`config.mk`:
```
export PLATFORM = sky130hd
export DESIGN_NAME = signed_div_ctrl
export DESIGN_NICKNAME = d
export VERILOG_FILES = /design/src/rtl/signed_div_ctrl_pkg.sv /design/src/rtl/div_sign_fix.sv /design/src/rtl/signed_div_ctrl.sv
export SDC_FILE = /design/constraint.sdc
export NUM_CORES = 1
export LEC_CHECK = 0
export ABC_AREA = 1
export ABC_CLOCK_PERIOD_IN_PS = 4650
export CORE_ASPECT_RATIO = 1.25
export CORE_MARGIN = 1
export CORE_UTILIZATION = 45
export DETAILED_ROUTE_END_ITERATION = 6
export GPL_TIMING_DRIVEN = 0
export PLACE_DENSITY = 0.78
export SLEW_MARGIN = 20
export SYNTH_ARGS = -nofsm -noshare
export SYNTH_HDL_FRONTEND = slang
export SYNTH_SLANG_ARGS = --single-unit
```
`constraint.sdc`:
```
create_clock -name clk -period 4.65 [get_ports clk]
set_clock_uncertainty 0.05 [all_clocks]
set_input_delay 1.1625 -clock clk [delete_from_list [all_inputs] [get_ports clk]]
set_output_delay 1.1625 -clock clk [all_outputs]
set_load 0.05 [all_outputs]
```
`src/rtl/signed_div_ctrl_pkg.sv`:
```
// Shared types and constants for the signed division controller.
package signed_div_ctrl_pkg;

  localparam int DIV_W  = 16;
  localparam int DIV_TO = 40;

  typedef enum logic [2:0] {
    ST_IDLE   = 3'd0,
    ST_LAUNCH = 3'd1,
    ST_WAIT   = 3'd2,
    ST_FIXUP  = 3'd3,
    ST_HOLD   = 3'd4
  } div_state_e;

  // Most negative two's-complement value for a given width.
  function automatic logic [63:0] div_min(input int w);
    return 64'd1 << (w - 1);
  endfunction

endpackage

```
`src/rtl/div_sign_fix.sv`:
```
// Conditional two's-complement negate, modulo 2^WIDTH.
module div_sign_fix #(
  parameter int WIDTH = 16
) (
  input  logic [WIDTH-1:0] i_val,
  input  logic             i_neg,
  output logic [WIDTH-1:0] o_val
);

  assign o_val = i_neg ? (~i_val + WIDTH'(1)) : i_val;

endmodule

```
`src/rtl/signed_div_ctrl.sv`:
```
// Signed/unsigned front and back end around an unsigned sequential divider.
import signed_div_ctrl_pkg::*;

module signed_div_ctrl #(
  parameter int WIDTH   = DIV_W,
  parameter int TIMEOUT = DIV_TO
) (
  input  logic             clk,
  input  logic             rst,
  input  logic             req_valid,
  output logic             req_ready,
  input  logic             req_signed,
  input  logic [WIDTH-1:0] req_dividend,
  input  logic [WIDTH-1:0] req_divisor,
  output logic             div_start,
  output logic [WIDTH-1:0] div_dividend,
  output logic [WIDTH-1:0] div_divisor,
  input  logic [WIDTH-1:0] div_quot,
  input  logic [WIDTH-1:0] div_rem,
  input  logic             div_done,
  output logic             rsp_valid,
  input  logic             rsp_ready,
  output logic [WIDTH-1:0] rsp_quot,
  output logic [WIDTH-1:0] rsp_rem,
  output logic             rsp_dbz,
  output logic             rsp_ovf,
  output logic             rsp_timeout
);

  localparam int CW = $clog2(TIMEOUT);
  localparam logic [WIDTH-1:0] MIN  = WIDTH'(div_min(WIDTH));
  localparam logic [WIDTH-1:0] ONES = '1;
  localparam logic [CW-1:0]    LIM  = CW'(TIMEOUT - 1);

  div_state_e       r_state;
  div_state_e       w_state_nxt;
  logic [CW-1:0]    r_cnt;
  logic [CW-1:0]    w_cnt_nxt;
  logic             r_sign_q;
  logic             r_sign_r;
  logic [WIDTH-1:0] r_dvd;
  logic [WIDTH-1:0] r_dvs;
  logic [WIDTH-1:0] r_quot;
  logic [WIDTH-1:0] r_rem;
  logic             r_dbz;
  logic             r_ovf;
  logic             r_to;

  logic             w_sd;
  logic             w_sv;
  logic             w_is_dbz;
  logic             w_is_ovf;
  logic             w_limit;
  logic [WIDTH-1:0] w_mag_dvd;
  logic [WIDTH-1:0] w_mag_dvs;
  logic [WIDTH-1:0] w_fix_q;
  logic [WIDTH-1:0] w_fix_r;

  assign w_sd      = req_signed & req_dividend[WIDTH-1];
  assign w_sv      = req_signed & req_divisor[WIDTH-1];
  assign w_is_dbz  = (req_divisor == '0);
  assign w_is_ovf  = req_signed &&
                     (req_dividend == MIN) &&
                     (req_divisor == ONES);
  assign w_cnt_nxt = r_cnt + CW'(1);
  assign w_limit   = (w_cnt_nxt == LIM);

  div_sign_fix #(.WIDTH(WIDTH)) u_mag_dvd (
    .i_val(req_dividend),
    .i_neg(w_sd),
    .o_val(w_mag_dvd)
  );

  div_sign_fix #(.WIDTH(WIDTH)) u_mag_dvs (
    .i_val(req_divisor),
    .i_neg(w_sv),
    .o_val(w_mag_dvs)
  );

  div_sign_fix #(.WIDTH(WIDTH)) u_fix_q (
    .i_val(r_quot),
    .i_neg(r_sign_q),
    .o_val(w_fix_q)
  );

  div_sign_fix #(.WIDTH(WIDTH)) u_fix_r (
    .i_val(r_rem),
    .i_neg(r_sign_r),
    .o_val(w_fix_r)
  );

  always_comb begin
    w_state_nxt = r_state;
    unique case (r_state)
      ST_IDLE: begin
        if (req_valid) begin
          unique case (1'b1)
            w_is_dbz: w_state_nxt = ST_HOLD;
            w_is_ovf: w_state_nxt = ST_HOLD;
            default:  w_state_nxt = ST_LAUNCH;
          endcase
        end
      end
      ST_LAUNCH: w_state_nxt = ST_WAIT;
      ST_WAIT: begin
        // A done pulse on the limit cycle still delivers the result.
        if (div_done)
          w_state_nxt = ST_FIXUP;
        else if (w_limit)
          w_state_nxt = ST_HOLD;
      end
      ST_FIXUP: w_state_nxt = ST_HOLD;
      ST_HOLD: begin
        if (rsp_ready)
          w_state_nxt = ST_IDLE;
      end
      default: w_state_nxt = ST_IDLE;
    endcase
  end

  always_ff @(posedge clk) begin
    if (rst) begin
      r_state  <= ST_IDLE;
      r_cnt    <= '0;
      r_sign_q <= 1'b0;
      r_sign_r <= 1'b0;
      r_dvd    <= '0;
      r_dvs    <= '0;
      r_quot   <= '0;
      r_rem    <= '0;
      r_dbz    <= 1'b0;
      r_ovf    <= 1'b0;
      r_to     <= 1'b0;
    end else begin
      r_state <= w_state_nxt;
      unique case (r_state)
        ST_IDLE: begin
          if (req_valid) begin
            r_sign_q <= w_sd ^ w_sv;
            r_sign_r <= w_sd;
            if (w_is_dbz) begin
              r_quot <= ONES;
              r_rem  <= req_dividend;
              r_dbz  <= 1'b1;
            end else if (w_is_ovf) begin
              r_quot <= MIN;
              r_rem  <= '0;
              r_ovf  <= 1'b1;
            end else begin
              r_dvd <= w_mag_dvd;
              r_dvs <= w_mag_dvs;
            end
          end
        end
        ST_LAUNCH: r_cnt <= '0;
        ST_WAIT: begin
          r_cnt <= w_cnt_nxt;
          if (div_done) begin
            r_quot <= div_quot;
            r_rem  <= div_rem;
          end else if (w_limit) begin
            r_quot <= '0;
            r_rem  <= '0;
            r_to   <= 1'b1;
          end
        end
        ST_FIXUP: begin
          r_quot <= w_fix_q;
          r_rem  <= w_fix_r;
        end
        ST_HOLD: begin
          if (rsp_ready) begin
            r_dbz <= 1'b0;
            r_ovf <= 1'b0;
            r_to  <= 1'b0;
          end
        end
        default: ;
      endcase
    end
  end

  assign req_ready    = (r_state == ST_IDLE);
  assign div_start    = (r_state == ST_LAUNCH);
  assign rsp_valid    = (r_state == ST_HOLD);
  assign div_dividend = r_dvd;
  assign div_divisor  = r_dvs;
  assign rsp_quot     = r_quot;
  assign rsp_rem      = r_rem;
  assign rsp_dbz      = r_dbz;
  assign rsp_ovf      = r_ovf;
  assign rsp_timeout  = r_to;

endmodule

```
======== Word-level counts from Yosys, hierarchy flattened ========
Index checks and enable logic that the tools add are counted.
storage, ports and cells
  bits in registers ....................... 78
  output and inout port bits .............. 70
operators by class
  add/subtract/negate cells ............... 5
  equality and inequality tests ........... 18
  multiplexer cells ....................... 33
  bitwise operators ....................... 9
  reductions and logical operators ........ 17
operators by type and width
  operator               number
  $mux 16                13
  $pmux 16 s3            2
  $add 16x1->16 const B  4
  $not 16->16            4
  $eq 16x16->1 const B   2
  $logic_not 16->1       1
  $mux 3                 5
  $pmux 3 s5             1
  $reduce_and 5->1       3
  $ne 2x2->1 const B     6
  $pmux 6 s2             1
  $reduce_and 4->1       3
  $mux 1                 8
  $add 6x1->6 const B    1
  $eq 3x2->1 const B     2
  $eq 6x6->1 const B     1
  $ne 2x1->1 const B     3
  $pmux 1 s2             3
  $reduce_bool 2->1      3
  $eq 3x1->1 const B     1
  $eq 3x3->1 const B     1
  $logic_not 3->1        1
  $ne 3x1->1 const B     1
  $ne 3x3->1 const B     1
  8 further kinds        11

======== Depth between registers and ports, before layout ========
  word-level depth ........................ 7
  mapped depth ............................ 14

======== Hierarchy ========
From an unflattened synthesis, not the netlist that was laid out.
second synthesis, totals
  cells, all modules ...................... 1014
  area total of the unflattened synthesis .. 5955.7 um^2
by module, submodules not included
  module           times used  cells an instance  area each (um^2)  sequential area each (um^2)
  signed_div_ctrl  1           638                4053.9            1561.5
  div_sign_fix     4           94                 475.5             0.0

======== Worst setup path before layout ========
No wires, ideal clock.
  path type ............................... register -> output
  start point ............................. register r_state[0]
  end point ............................... output port div_start
  arrival ................................. 1.510 ns
  required time ........................... 3.438 ns
  slack ................................... 1.927 ns
  stages on the path, launching flop included .. 3
  path buffers ............................ 0
  cell sequence ........................... dfxtp_1 -> inv_1 -> nor3_1
on the way
  word-level cells in the longest chain between the ends .. 1
ends and longest elaborated chain
  item                      line                    text
  start: declaration        signed_div_ctrl.sv:35   div_state_e r_state;
  start signal: assignment  signed_div_ctrl.sv:135  r_state <= w_state_nxt;
  $eq 3x1->1                signed_div_ctrl.sv:184  assign div_start = (r_state == ST_LAUNCH);
  end: declaration          signed_div_ctrl.sv:15   output logic div_start,
Every way passes these cells.

======== Final worst setup path ========
  start point ............................. input port req_divisor[1]
  end point ............................... register r_rem[2] (netlist: rsp_rem[2])
on the way
  word-level cells in the longest chain between the ends .. 4
ends and longest elaborated chain
  item                                                              line                                           text
  start: declaration                                                signed_div_ctrl.sv:14                          input logic [WIDTH-1:0] req_divisor,
  $eq 16x16->1 or $logic_not 16->1 (tied branches)                  signed_div_ctrl.sv:64, signed_div_ctrl.sv:61
  $logic_and 1x1->1 or $mux 16 (tied branches)                      signed_div_ctrl.sv:63, signed_div_ctrl.sv:141
  $ne 3x1->1 (no source line) or $mux 16 (tied branches)            n/a
  $reduce_and 5->1 (no source line) or $pmux 16 s3 (tied branches)  n/a
  end signal: assignment                                            signed_div_ctrl.sv:143                         r_rem <= req_dividend;
  end signal: assignment                                            signed_div_ctrl.sv:160                         r_rem <= div_rem;
  end signal: assignment                                            signed_div_ctrl.sv:169                         r_rem <= w_fix_r;
  end: declaration                                                  signed_div_ctrl.sv:44                          logic [WIDTH-1:0] r_rem;
Parallel ways exist; a longest one is shown, timed or not. The select of a mux whose other input is x is not followed.
A chain may end at the register's enable or synchronous reset.

==> metrics.log <==
INFO  metric timing.critical_path.slowest_stage_cell = clkdlybuf4s50_1
INFO  metric core-area = 11200 sq um
INFO  metric post_cts_hold_buffer_count = 0
INFO  metric vias = 6039
INFO  metric antenna_found_initial = 0
INFO  metric number_of_cts_inserted_buffers = 9
INFO  metric insertedDiodeCount = 0
INFO  metric place_area = 6770 sq um
INFO  metric synth_most_common_cell = nand2_1
INFO  metric fp.dieArea = 12000 sq um
INFO  metric design.final.nets = 1062
INFO  metric drive_above_1_share = 0.0606
INFO  metric detailedPlacementHpwl = 12.4 mm
INFO  metric globalplace.congestion = 0.925
INFO  metric grt_start_max_net_pins = 16
INFO  metric setup_repair_after_global_routing_missed_its_margin = no
INFO  metric synth_cells = 835
INFO  metric grt_busiest_layer = met2
INFO  metric worstHoldPathType = flip-flop to flip-flop
INFO  metric post-route-drc-count = 10
INFO  metric drt_first_pass_iters = 7
INFO  metric synth_fp_nets = 912
INFO  metric grt_pass1_vias = 5405
INFO  metric sequential_fraction_of_the_synthesis_area = 0.300
INFO  metric placement_rows = 43
INFO  metric synth_area_leaders = dfxtp_1 30%, nand2_1 13%, nor2_1 10%
INFO  metric regArea = 1560 sq um
INFO  metric route.antenna.remaining_nets = 0
INFO  metric number_of_vias_per_cell = 5.37
INFO  metric io_buffer_count = 139
INFO  metric routedWlPerCell = 14.5 um
INFO  metric tritoncts = done
INFO  metric outcome = finished with violations
INFO  metric io-pin-count = 140
INFO  metric cts_setup_buffers = 0
INFO  metric crit_path_cell_trace = clkdlybuf4s50_1 > inv_1 > ha_1 > nand2_1 > nor2_1 > nand3_1 > nor3_1 > buf_2 > a21oi_1 > nand2_1 > nand2_1 > nor2_1
INFO  metric setup_tns = 0 ns
INFO  metric clk_pin_slew = 0.06 ns
INFO  metric detail_route.iter0.violations = 316
INFO  metric grtUsageMet1 = 0.321
INFO  metric worst_ep_arrival_time = 3.40 ns
INFO  metric multi_input_comb_area = 3170 sq um
INFO  metric achievable_clock_frequency = 0.316 GHz
INFO  metric timing.critical_path.required = 4.89 ns
INFO  metric violations = DRC
INFO  metric yosys_register_bits = 78
INFO  metric starting_density = 0.465
INFO  metric overflow = 0
INFO  metric synth_area_per_cell = 6.23 sq um
INFO  metric power.density_cell_area = 734 nW/um^2
INFO  metric clock_path_buffers = 2
INFO  metric power.static_leakage = 0.00294 uW
INFO  metric clk_root_buffer_cell = clkbuf_16
INFO  metric async_reset_ff_frac = 0
INFO  metric finalMaxSlewViolations = 0
INFO  metric synth_enable_flop_cells = 0
INFO  metric ctsHtreeMaxLevel = 3
INFO  metric post_cts.resized_instances = 0
INFO  metric cts_num_sinks = 78
INFO  metric cp-end-kind = flip-flop
INFO  metric global_route_wire_length_before_repair = 25.8 mm
INFO  metric critical_path.max_fanout = 10
INFO  metric fin_crit_period = 3.16 ns
INFO  metric post_synth_num_cell_types = 37
INFO  metric fill_cell_count = 1063
INFO  metric vdd_ir_drop_max = 341 uV
INFO  metric max_slew_margin = 0.625
INFO  metric total_routed_wirelength = 16.4 mm
INFO  metric finish.instance_area = 7050 sq um
INFO  metric number_of_hold_violations_in_the_final_report = 0
INFO  metric total_routing_resource_utilization_after_global_routing = 0.270
INFO  metric clk_latency = 0.35 ns
INFO  metric worstSetupPathType = primary input to flip-flop
INFO  metric crit_path_start_kind = primary input
INFO  metric gr-usage-met3 = 0.0615
INFO  metric finalPower = 5170 uW
INFO  metric dieHeight = 122 um
INFO  metric critical-path-max-stage-delay = 0.42 ns
INFO  metric ys_dominant_reg_cell = dfxtp_1
INFO  metric grt.met2_usage = 0.466
INFO  metric ys_warn_count = 0
INFO  metric worst_slew_pin_slew = 0.563 ns
INFO  metric cp_common_cell = nand2_1
INFO  metric setup_viol = 0
INFO  metric netlist_top_cells_count = 187 x nand2_1, 142 x nor2_1, 78 x dfxtp_1, 75 x nand3_1, 72 x inv_1
INFO  metric synth_largest_type_area_fraction = 0.300
INFO  metric syn_area = 5200 sq um
INFO  metric yosys.area.top_type = dfxtp_1
INFO  metric die_x = 98.2 um
INFO  metric family_with_the_most_delay_on_the_worst_path = simple AND/OR/NAND/NOR gates
INFO  metric worstPathBufferInverterCount = 3
INFO  metric layout_stage_area_growth_over_the_synthesis_result = 35.4%
INFO  metric post-route-period-util = 0.680
INFO  metric holdWs = 0.405 ns
INFO  metric maxCapViolCount = 0
==> cell type report <==
cell class / instances / area share
Inverter: 78 / 0.0415
Multi-Input combinational cell: 649 / 0.450
Clock inverter: 7 / 0.00817
Tap cell: 135 / 0.0240
Timing Repair Buffer: 139 / 0.197
Buffer: 30 / 0.0254
Clock buffer: 9 / 0.0320
Sequential cell: 78 / 0.222
==> where the power goes <==
group | switching (uW) | internal (uW) | total [uW]
Clock | 318 | 367 | 686
Sequential | 212 | 900 | 1110
Combinational | 2250 | 1130 | 3380
Total | 2780 | 2390 | 5170
==> path summary, 6_finish.rpt <==
path	endpoint	depth (start not counted)	slack, ns	startpoint
worst max-delay path	rsp_rem[2]	12	1.49	req_divisor[1]
worst min-delay path	rsp_ovf	2	0.41	rsp_ovf
worst max register to register	rsp_rem[2]	10	2.45	r_state[2]
worst min register to register	rsp_ovf	2	0.41	rsp_ovf
==> registers in the layout, indices dropped and copies added (netlist names) <==
| register | count |
|---|---|
| div_dividend | 16 |
| div_divisor | 16 |
| r_cnt | 6 |
| r_sign_q | 1 |
| r_sign_r | 1 |
| r_state | 3 |
| rsp_dbz | 1 |
| rsp_ovf | 1 |
| rsp_quot | 16 |
| rsp_rem | 16 |
| rsp_timeout | 1 |
==> per-stage QoR <==
stage	cells	setup WS [ns]	util
floorplan	835	1.93	-
global placement	1109	1.16	0.605
detailed placement	1109	1.12	0.605
CTS	1125	1.47	0.630
global route	1125	1.25	0.630
finish	1125	1.49	0.630
==> kinds of logic after synthesis <==
kind of cell | after synthesis | share of synthesized area
and+or+nand+nor | 465 | 0.386
AOI/OAI and AO/OA | 151 | 0.163
buffers and inverters | 108 | 0.0906
DFF | 78 | 0.300
xor gates and xnor gates | 26 | 0.0438
adders and majority gates | 7 | 0.0168
==> worst register-to-register path: cells and delay by family, from the launching register on <==
family,cells,cell delay [ns]
flip-flops,1,0.38
AO/OA/AOI/OAI,2,0.17
buffers and inverters,1,0.38
AND/OR/NAND/NOR,7,1.18
==> cells in the final DEF, fill, tap and decap left out, types with 4 or more instances in the layout <==
cell	Yosys	final
a21oi_1	57	57
a31oi_1	4	4
buf_2	7	7
buf_6	7	7
clkbuf_1	13	13
clkbuf_16	0	9
clkdlybuf4s50_1	0	139
dfxtp_1	78	78
ha_1	7	7
inv_1	72	72
nand2_1	187	187
nand2_2	4	4
nand3_1	75	75
nand3b_1	4	4
nand4_1	8	8
nor2_1	142	142
nor2_4	4	4
nor3_1	24	24
o21ai_0	59	59
o21bai_1	19	19
or2_2	10	10
xnor2_1	13	13
xor2_1	13	13
==> routing by layer <==
metal | part of all wire | up-vias | wire [um]
met5 | 0 | - | 0
met4 | 0.032 | 0 | 526
li1 | - | 3030 | -
met1 | 0.42 | 2715 | 6810
met2 | 0.47 | 255 | 7760
met3 | 0.077 | 39 | 1260
Note: power is estimated with default switching activity, not from simulation.
